$ cat src/rtl/ov7670_pixel_capture.sv
`timescale 1ns/1ps
// ov7670_pixel_capture
//  Write-side capture of the OV7670 byte stream into a linear frame buffer.
//  Each RGB565 byte pair is packed into one RGB444 word and written at
//  consecutive addresses 0..H_RES*V_RES-1, starting after the first vsync fall
//  seen since reset.
//
//  Ports
//    PCLK       camera pixel clock (only clock)
//    rst        synchronous active-high reset
//    vsync      camera vsync, high = vertical blanking
//    href       camera href, high = valid bytes on d
//    d[7:0]     camera data byte
//    test_mode  select colour-bar test pattern (CAPTURE_TEST_PATTERN_EN builds only)
//    addr       frame-buffer write address
//    dout[11:0] pixel {R[3:0],G[3:0],B[3:0]}
//    we         one-cycle write strobe per pixel
//    overflow   sticky: frame delivered more than H_RES*V_RES pixels
//
//  Optional feature macro: CAPTURE_TEST_PATTERN_EN
//    defined   : test_mode=1 replaces dout with 8 vertical colour bars
//    undefined : test_mode is ignored, no column counter is built
module ov7670_pixel_capture #(
  parameter int H_RES  = 640,
  parameter int V_RES  = 480,
  parameter int ADDR_W = 19
) (
  input  logic              PCLK,
  input  logic              rst,
  input  logic              vsync,
  input  logic              href,
  input  logic [7:0]        d,
  input  logic              test_mode,
  output logic [ADDR_W-1:0] addr,
  output logic [11:0]       dout,
  output logic              we,
  output logic              overflow
);

  localparam int                FRAME_PIXELS = H_RES * V_RES;
  localparam logic [ADDR_W-1:0] FRAME_END    = ADDR_W'(FRAME_PIXELS);

  typedef enum logic [1:0] {
    WAIT_FRAME,
    IDLE,
    CAPTURE
  } state_t;

  state_t state_reg, state_next;

  // Input stage plus one extra tap for edge detection.
  logic       vsync_s1_reg, href_s1_reg;
  logic [7:0] d_s1_reg;
  logic       vsync_prev_reg, href_prev_reg;

  logic [6:0]        hi_reg;          // {R5[4:1], G6[5:3]} of the first byte
  logic              byte_phase_reg;
  logic [ADDR_W-1:0] addr_reg;
  logic [11:0]       dout_reg;
  logic              we_reg;
  logic              overflow_reg;

  logic        vsync_fall, href_rise, href_fall;
  logic        take_byte, phase_now, pixel_done, frame_full;
  logic [11:0] camera_word, pixel_word;

  always_ff @(posedge PCLK) begin
    if (rst) begin
      vsync_s1_reg   <= 1'b0;
      href_s1_reg    <= 1'b0;
      d_s1_reg       <= 8'h00;
      vsync_prev_reg <= 1'b0;
      href_prev_reg  <= 1'b0;
    end else begin
      vsync_s1_reg   <= vsync;
      href_s1_reg    <= href;
      d_s1_reg       <= d;
      vsync_prev_reg <= vsync_s1_reg;
      href_prev_reg  <= href_s1_reg;
    end
  end

  assign vsync_fall = vsync_prev_reg & ~vsync_s1_reg;
  assign href_rise  = href_s1_reg & ~href_prev_reg;
  assign href_fall  = href_prev_reg & ~href_s1_reg;

  always_ff @(posedge PCLK) begin
    if (rst) state_reg <= WAIT_FRAME;
    else     state_reg <= state_next;
  end

  // take_byte marks a camera byte that belongs to the frame being written.
  // The byte arriving with href rise is always the first byte of a pair.
  always_comb begin
    state_next = state_reg;
    take_byte  = 1'b0;
    phase_now  = href_rise ? 1'b0 : byte_phase_reg;
    if (vsync_fall) begin
      state_next = IDLE;
    end else begin
      case (state_reg)
        WAIT_FRAME: state_next = WAIT_FRAME;
        IDLE: begin
          if (href_rise) begin
            state_next = CAPTURE;
            take_byte  = ~vsync_s1_reg;
          end
        end
        CAPTURE: begin
          if (href_fall) state_next = IDLE;
          else           take_byte  = href_s1_reg & ~vsync_s1_reg;
        end
        default: state_next = WAIT_FRAME;
      endcase
    end
  end

  assign pixel_done  = take_byte & phase_now;
  assign frame_full  = (addr_reg == FRAME_END);
  assign camera_word = {hi_reg[6:3], hi_reg[2:0], d_s1_reg[7], d_s1_reg[4:1]};

`ifdef CAPTURE_TEST_PATTERN_EN
  localparam int COL_W = $clog2(H_RES) + 1;
  localparam int BAR_W = (H_RES >= 8) ? (H_RES / 8) : 1;

  logic [COL_W-1:0] col_reg;
  logic [COL_W-1:0] bar_full;
  logic [2:0]       bar;
  logic [11:0]      bar_colour;

  // Column of the next pixel in the current line; saturates on over-long lines.
  always_ff @(posedge PCLK) begin
    if (rst)                                 col_reg <= '0;
    else if (href_rise)                      col_reg <= '0;
    else if (pixel_done && (col_reg != '1))  col_reg <= col_reg + COL_W'(1);
  end

  assign bar_full = col_reg / COL_W'(BAR_W);
  assign bar      = (bar_full > COL_W'(7)) ? 3'd7 : bar_full[2:0];

  always_comb begin
    bar_colour = 12'h000;
    case (bar)
      3'd0: bar_colour = 12'hFFF;
      3'd1: bar_colour = 12'hFF0;
      3'd2: bar_colour = 12'h0FF;
      3'd3: bar_colour = 12'h0F0;
      3'd4: bar_colour = 12'hF0F;
      3'd5: bar_colour = 12'hF00;
      3'd6: bar_colour = 12'h00F;
      default: bar_colour = 12'h000;
    endcase
  end

  assign pixel_word = test_mode ? bar_colour : camera_word;
`else
  logic unused_test_mode;
  assign unused_test_mode = test_mode;
  assign pixel_word       = camera_word;
`endif

  always_ff @(posedge PCLK) begin
    if (rst) begin
      hi_reg         <= 7'h00;
      byte_phase_reg <= 1'b0;
      addr_reg       <= '0;
      dout_reg       <= 12'h000;
      we_reg         <= 1'b0;
      overflow_reg   <= 1'b0;
    end else begin
      we_reg <= 1'b0;
      if (take_byte && !phase_now) hi_reg <= {d_s1_reg[7:4], d_s1_reg[2:0]};

      if (vsync_fall) begin
        addr_reg       <= '0;
        overflow_reg   <= 1'b0;
        byte_phase_reg <= 1'b0;
      end else begin
        if (take_byte)                  byte_phase_reg <= ~phase_now;
        else if (href_rise | href_fall) byte_phase_reg <= 1'b0;  // drops an odd trailing byte

        // Address advances the cycle after its write; pixels are at least
        // two cycles apart, so it is always current before the next write.
        if (we_reg) addr_reg <= addr_reg + ADDR_W'(1);

        if (pixel_done) begin
          if (frame_full) begin
            overflow_reg <= 1'b1;
          end else begin
            we_reg   <= 1'b1;
            dout_reg <= pixel_word;
          end
        end
      end
    end
  end

  assign addr     = addr_reg;
  assign dout     = dout_reg;
  assign we       = we_reg;
  assign overflow = overflow_reg;

endmodule
$ cat config.mk
export PLATFORM = sky130hd
export DESIGN_NAME = ov7670_pixel_capture
export DESIGN_NICKNAME = d
export VERILOG_FILES = /design/src/rtl/ov7670_pixel_capture.sv
export SDC_FILE = /design/constraint.sdc
export NUM_CORES = 1
export LEC_CHECK = 0
export CAP_MARGIN = 20
export CORE_MARGIN = 3
export CORE_UTILIZATION = 35
export CTS_CLUSTER_DIAMETER = 200
export CTS_CLUSTER_SIZE = 20
export DETAILED_ROUTE_END_ITERATION = 10
export GPL_ROUTABILITY_DRIVEN = 1
export SLEW_MARGIN = 25
export SYNTH_ARGS = -nofsm -noshare
export SYNTH_HDL_FRONTEND = slang
export SYNTH_SLANG_ARGS = --single-unit
export TNS_END_PERCENT = 1
$ cat constraint.sdc
create_clock -name PCLK -period 5.1 [get_ports PCLK]
set_input_delay 1.275 -clock PCLK [delete_from_list [all_inputs] [get_ports PCLK]]
set_output_delay 1.275 -clock PCLK [all_outputs]
set_load 0.005 [all_outputs]
Word level (Yosys, flattened, before mapping)
Cells that the tools add are included.
{"block": "totals", "output_inout_bits": 33, "ff_bits": 55}
{"block": "classes", "reduce_logical": 9, "addsub": 1, "bitwise": 13, "eq_ne": 7, "n_mux": 12}
{"op": "19-bit by 1-bit adder with 19-bit output, second input constant", "n": 1}
{"op": "19-bit == test, second input constant", "n": 1}
{"op": "1-bit two-way mux", "n": 8}
{"op": "1-bit NOT", "n": 7}
{"op": "3-bit inequality test, second input constant", "n": 2}
{"op": "2-bit AND reduction", "n": 3}
{"op": "1-bit bitwise AND", "n": 5}
{"op": "2-bit two-way mux", "n": 2}
{"op": "2-bit inequality test, second input constant", "n": 2}
{"op": "2-bit one-hot mux with 2 select lines", "n": 1}
{"op": "3-bit AND reduction", "n": 1}
{"op": "3-bit OR reduction", "n": 1}
{"op": "2-bit by 1-bit == test with 1-bit output, second input constant", "n": 1}
{"op": "2-bit == test, second input constant", "n": 1}
{"op": "1-bit one-hot mux with 2 select lines", "n": 1}
{"op": "2-bit nonzero test", "n": 1}
{"op": "2-bit OR reduction", "n": 1}
{"op": "1-bit logical AND", "n": 1}
{"op": "1-bit zero test", "n": 1}
{"op": "1-bit OR", "n": 1}

Depth between registers and ports, before layout
{"block": "logic_depth", "ltp_word": 8, "ltp_mapped": 7, "ltp_nobuf": 6}

Worst setup path before layout
No wires, ideal clock.
{"block": "synth_timing", "kind": "input -> register", "startpoint": "input rst", "endpoint": "register addr_reg[0], in the netlist addr[0]", "setup_time_ps": 128, "setup_slack_ps": 3274, "arrival_ps": 1698, "n_path_buf": 1, "stages": 3, "cell_sequence": "nand2b_1 clkbuf_1 nor2_1"}
{"block": "synth_via", "elab_chain_cells": 1}
{"element": "start: declaration", "line_no": "29", "rtl": "input logic rst,"}
{"element": "2-bit OR reduction (no line)"}
{"element": "end signal: assignment", "line_no": "184", "rtl": "if (we_reg) addr_reg <= addr_reg + ADDR_W'(1);"}
{"element": "end: declaration", "line_no": "58", "rtl": "logic [ADDR_W-1:0] addr_reg;"}
No other way between the ends.
A chain may end at the register's enable or synchronous reset.

Worst setup path in the final report
Ends and elaborated chain as after synthesis.

==> flow_results.org <==
** Clocking
- In this run the clock root is driven by a clkbuf_8.
- Number of buffers created by CTS :: 5
- Clock tree buffer depth :: 2
- After clock tree synthesis, the clock-pin slew on the worst setup and hold paths is 0.10 ns.
- TritonCTS built the clock tree.
- H-tree Lvls :: 2
- At the later pin of the worst-skew pair, clock insertion delay measures 0.31 ns.
- Post-CTS timing repair inserted 0 buffers for setup.
- Hold repair after CTS inserted 0 buffers.
- # resized after CTS :: 0
- Count of clock tree sinks :: 55

** Layout
- Summing all non-filler instances in the final layout gives an area of 2910 µm².
- The register with the most flip-flops in the layout has 19 of them.
- Of the cells placed in the final design, the portion with a size suffix greater than 1 is 0.0387.
- For this run, the post-layout net count is 303.
- Area Overhead vs Synth :: 27.3%
- The repair_antennas step left the layout with diodes totalling 0.

** Route
- For this run, the detailed router's first-pass iteration total came to 4.
- The detail route stage leaves a number of antenna-violating nets equal to 0.
- Detailed routing placed a total of 198 µm of wire on met3.
- Wire length on met1 :: 2.18 mm
- The routed design uses 2.02 mm of met2 wire.
- Top layer in use :: met4
- Total DRC errors in the routed layout :: 0
- Overall routed net length :: 4.45 mm
- Routed len/inst :: 12.4 µm
- In this run, the number of DRC markers left after iteration 0 of detailed routing was 73.
- In the routed layout, each cell is associated on average with a via count of 4.77.
- Via total after detailed routing :: 1713

** Timing
- At the pin with the least slew margin, the transition time is 0.795 ns.
- Setup violations remaining at the end of the flow were counted as 0.
- The number of max-slew violations in the final report came to 0.
- Static timing analysis puts the maximum clock frequency at 0.373 GHz.
- The final number of hold-violating endpoints is 0.
- Setup repair after global routing left no endpoint under its margin.
- The worst pin sits at a relative slew slack of 0.470.
- Fin crit period :: 2.68 ns
- For the final database, setup skew stands at 0.00916 ns.
- Dividing the final minimum period by the clock period gives 0.526.
- In the final timing run, aggregate negative setup slack is 0 ns.

** Pwr
- Summed over all cells, the static leakage comes to 0.00109 µW.
- Dividing total power by cell area gives a power density of 260 nW/µm².
- The worst-case IR drop observed on VDD is 0.000122 V.

** Global route
- Total congestion overflow after global routing :: 0
- Total global-route track usage :: 0.126
- Entering global routing, the biggest net connects 44 pins.
- The via count of the first global-routing pass is 1617.
- Initial antenna violation count :: 0
- Wire length of the first global-routing pass :: 7.61 mm

** Flow run
- Max-cap violations in this run came to 0.

** Setup path
- Cell class contributing the biggest share of worst-path delay :: simple AND/OR/NAND/NOR gates
- Among all stages on the critical path, the largest delay is contributed by nand2b_1.
- Kind of launch point of the worst setup path :: input port
- Classification of the worst setup path :: in2reg
- Critical path arrival :: 2.84 ns
- Critical Path Max Stage Delay :: 0.68 ns
- In this run the worst path has a maximum fanout of 43.
- Kind of capture point of the worst setup path :: register
- For the worst setup path, the data required time is 5.26 ns.
- The number of buffers and inverters on the critical path is 2.
- Walking the worst path, the cells encountered are clkdlybuf4s50_1 > buf_4 > nand2b_1 > nor2_1.

** Logic synthesis
- Syn_nets :: 259
- Yosys printed 0 warnings.
- Syn Area/Cell :: 9.55 µm²
- The cell area that synthesis handed to floorplanning was 2280 µm².
- Counting flops with an async set or reset pin after synthesis yields a share of 0.
- The largest total area in the synthesized netlist belongs to dfxtp_1.
- Synthesis instantiated 31 different standard cells from the library.
- Of the synthesized area, sequential elements account for 0.482.
- Most common flop cell mapped by yosys :: dfxtp_1
- Of the post-synthesis cell area, the dominant cell type holds 0.482.
- Leading cell types by total area after synthesis :: dfxtp_1 48%, mux2i_1 7.9%, nand2b_1 7.1%
- The cell count after synthesis came out at 239.
- Yosys instantiated no cell more often than dfxtp_1.
- Most numerous cell types in the synthesized netlist :: 55 x dfxtp_1, 26 x nand2b_1, 18 x mux2i_1
- Number of enable flip-flop cells after synthesis :: 0
- Register bit total from synthesis :: 55

** Die
- DIE AREA :: 7530 µm²
- Area inside the core boundary :: 6130 µm²
- The die is 86.8 µm wide.
- In this run the count of I/O pins placed on the die edge is 46.
- Row generation in the floorplan step produced 28 rows.
- For this configuration, the core starts out at a cell density of 0.372.
- The die is 86.8 µm tall.

** Placement
- DP Wirelength :: 3.11 mm
- I/O Buffers :: 44
- Placer Congestion :: 0.760
- The placed instances occupy a cell area of 2800 µm².

** Run status
- The run finished with clean final reports.

** Min path
- The tightest min-delay check is of the reg2reg type.
-- through the flow --
step	setup slack, ns	power, µW	hold slack [ns]	std cells	util
after global routing	2.25	788	0.501	359	0.474
after detailed placement	2.04	475	0.451	351	0.456
after global placement	2.07	474	0.440	351	0.456
after CTS	2.37	766	0.466	359	0.474
final	2.42	754	0.460	359	0.474
after floorplan	3.27	463	0.435	239	-
-- cell usage in the layout (no fill, tap or decap), drive strengths merged --
cell	Yosys	routed
nor4	5	5
and2	1	1
nand2b	26	26
buf	3	2
bufinv	0	1
or3	8	8
xnor2	8	8
nand2	8	8
clkdlybuf4s50	0	44
clkbuf	6	6
nand3b	1	1
o31ai	1	1
nor4b	1	1
nand4	8	8
nor2	13	13
and4	1	1
o21a	1	1
a21oi	11	11
xor2	2	2
nand4b	3	3
o21ai	12	12
nand3	6	6
mux2i	18	18
ha	7	7
dfxtp	55	55
or4	2	2
nor3	4	4
nor2b	15	15
o211a	1	1
o21bai	1	1
inv	11	12
-- where the power goes --
part | switching, µW | total, µW | internal, µW | leakage [µW]
logic | 12.0 | 27.6 | 15.6 | 0.000589
clock network | 142 | 290 | 149 | 0.0000558
registers | 2.22 | 436 | 434 | 0.000446
-- area by class of cell --
type                    instances  area [µm²]
well taps                      75        93.8
clock inverters                 2        38.8
multi-input cells             164        1100
flip-flops and latches         55        1100
repair buffers                 46         455
clock buffers                   6        72.6
fillers                       586        3220
inverters                      11        41.3
-- logic make-up (layout without fill, tap and decap cells) --
kind of cell | after synthesis | after routing | synth area share
fa+ha+maj | 7 | 7 | 0.0384
buf+inv | 20 | 65 | 0.0345
flops | 55 | 55 | 0.482
xor+xnor | 10 | 10 | 0.0384
compound gates | 27 | 27 | 0.0647
mux | 18 | 18 | 0.0789
simple gates | 102 | 102 | 0.263
-- worst register-to-register path, cell delays in order (launching register included) --
cell and delay (ns):
dfxtp_1 0.47, ha_1 0.21, nand4_1 0.28, or3_1 0.50
or4_1 0.42, a21oi_1 0.15
-- worst paths after layout --
kind	cells past startpoint	to	startpoint	slack, ns
worst min-delay path	2	dout[2]	d_s1_reg[3]	0.46
worst min register to register	2	dout[2]	d_s1_reg[3]	0.46
worst max-delay path	4	addr[0]	rst	2.42
worst max register to register	5	addr[18]	addr[0]	3.00
-- layer usage --
layer	up-vias	track usage
li1	904	-
met3	5	0.0314
met2	30	0.191
met5	-	0
met4	0	0.0467
met1	774	0.173
Note: power is estimated with default switching activity, not from simulation.
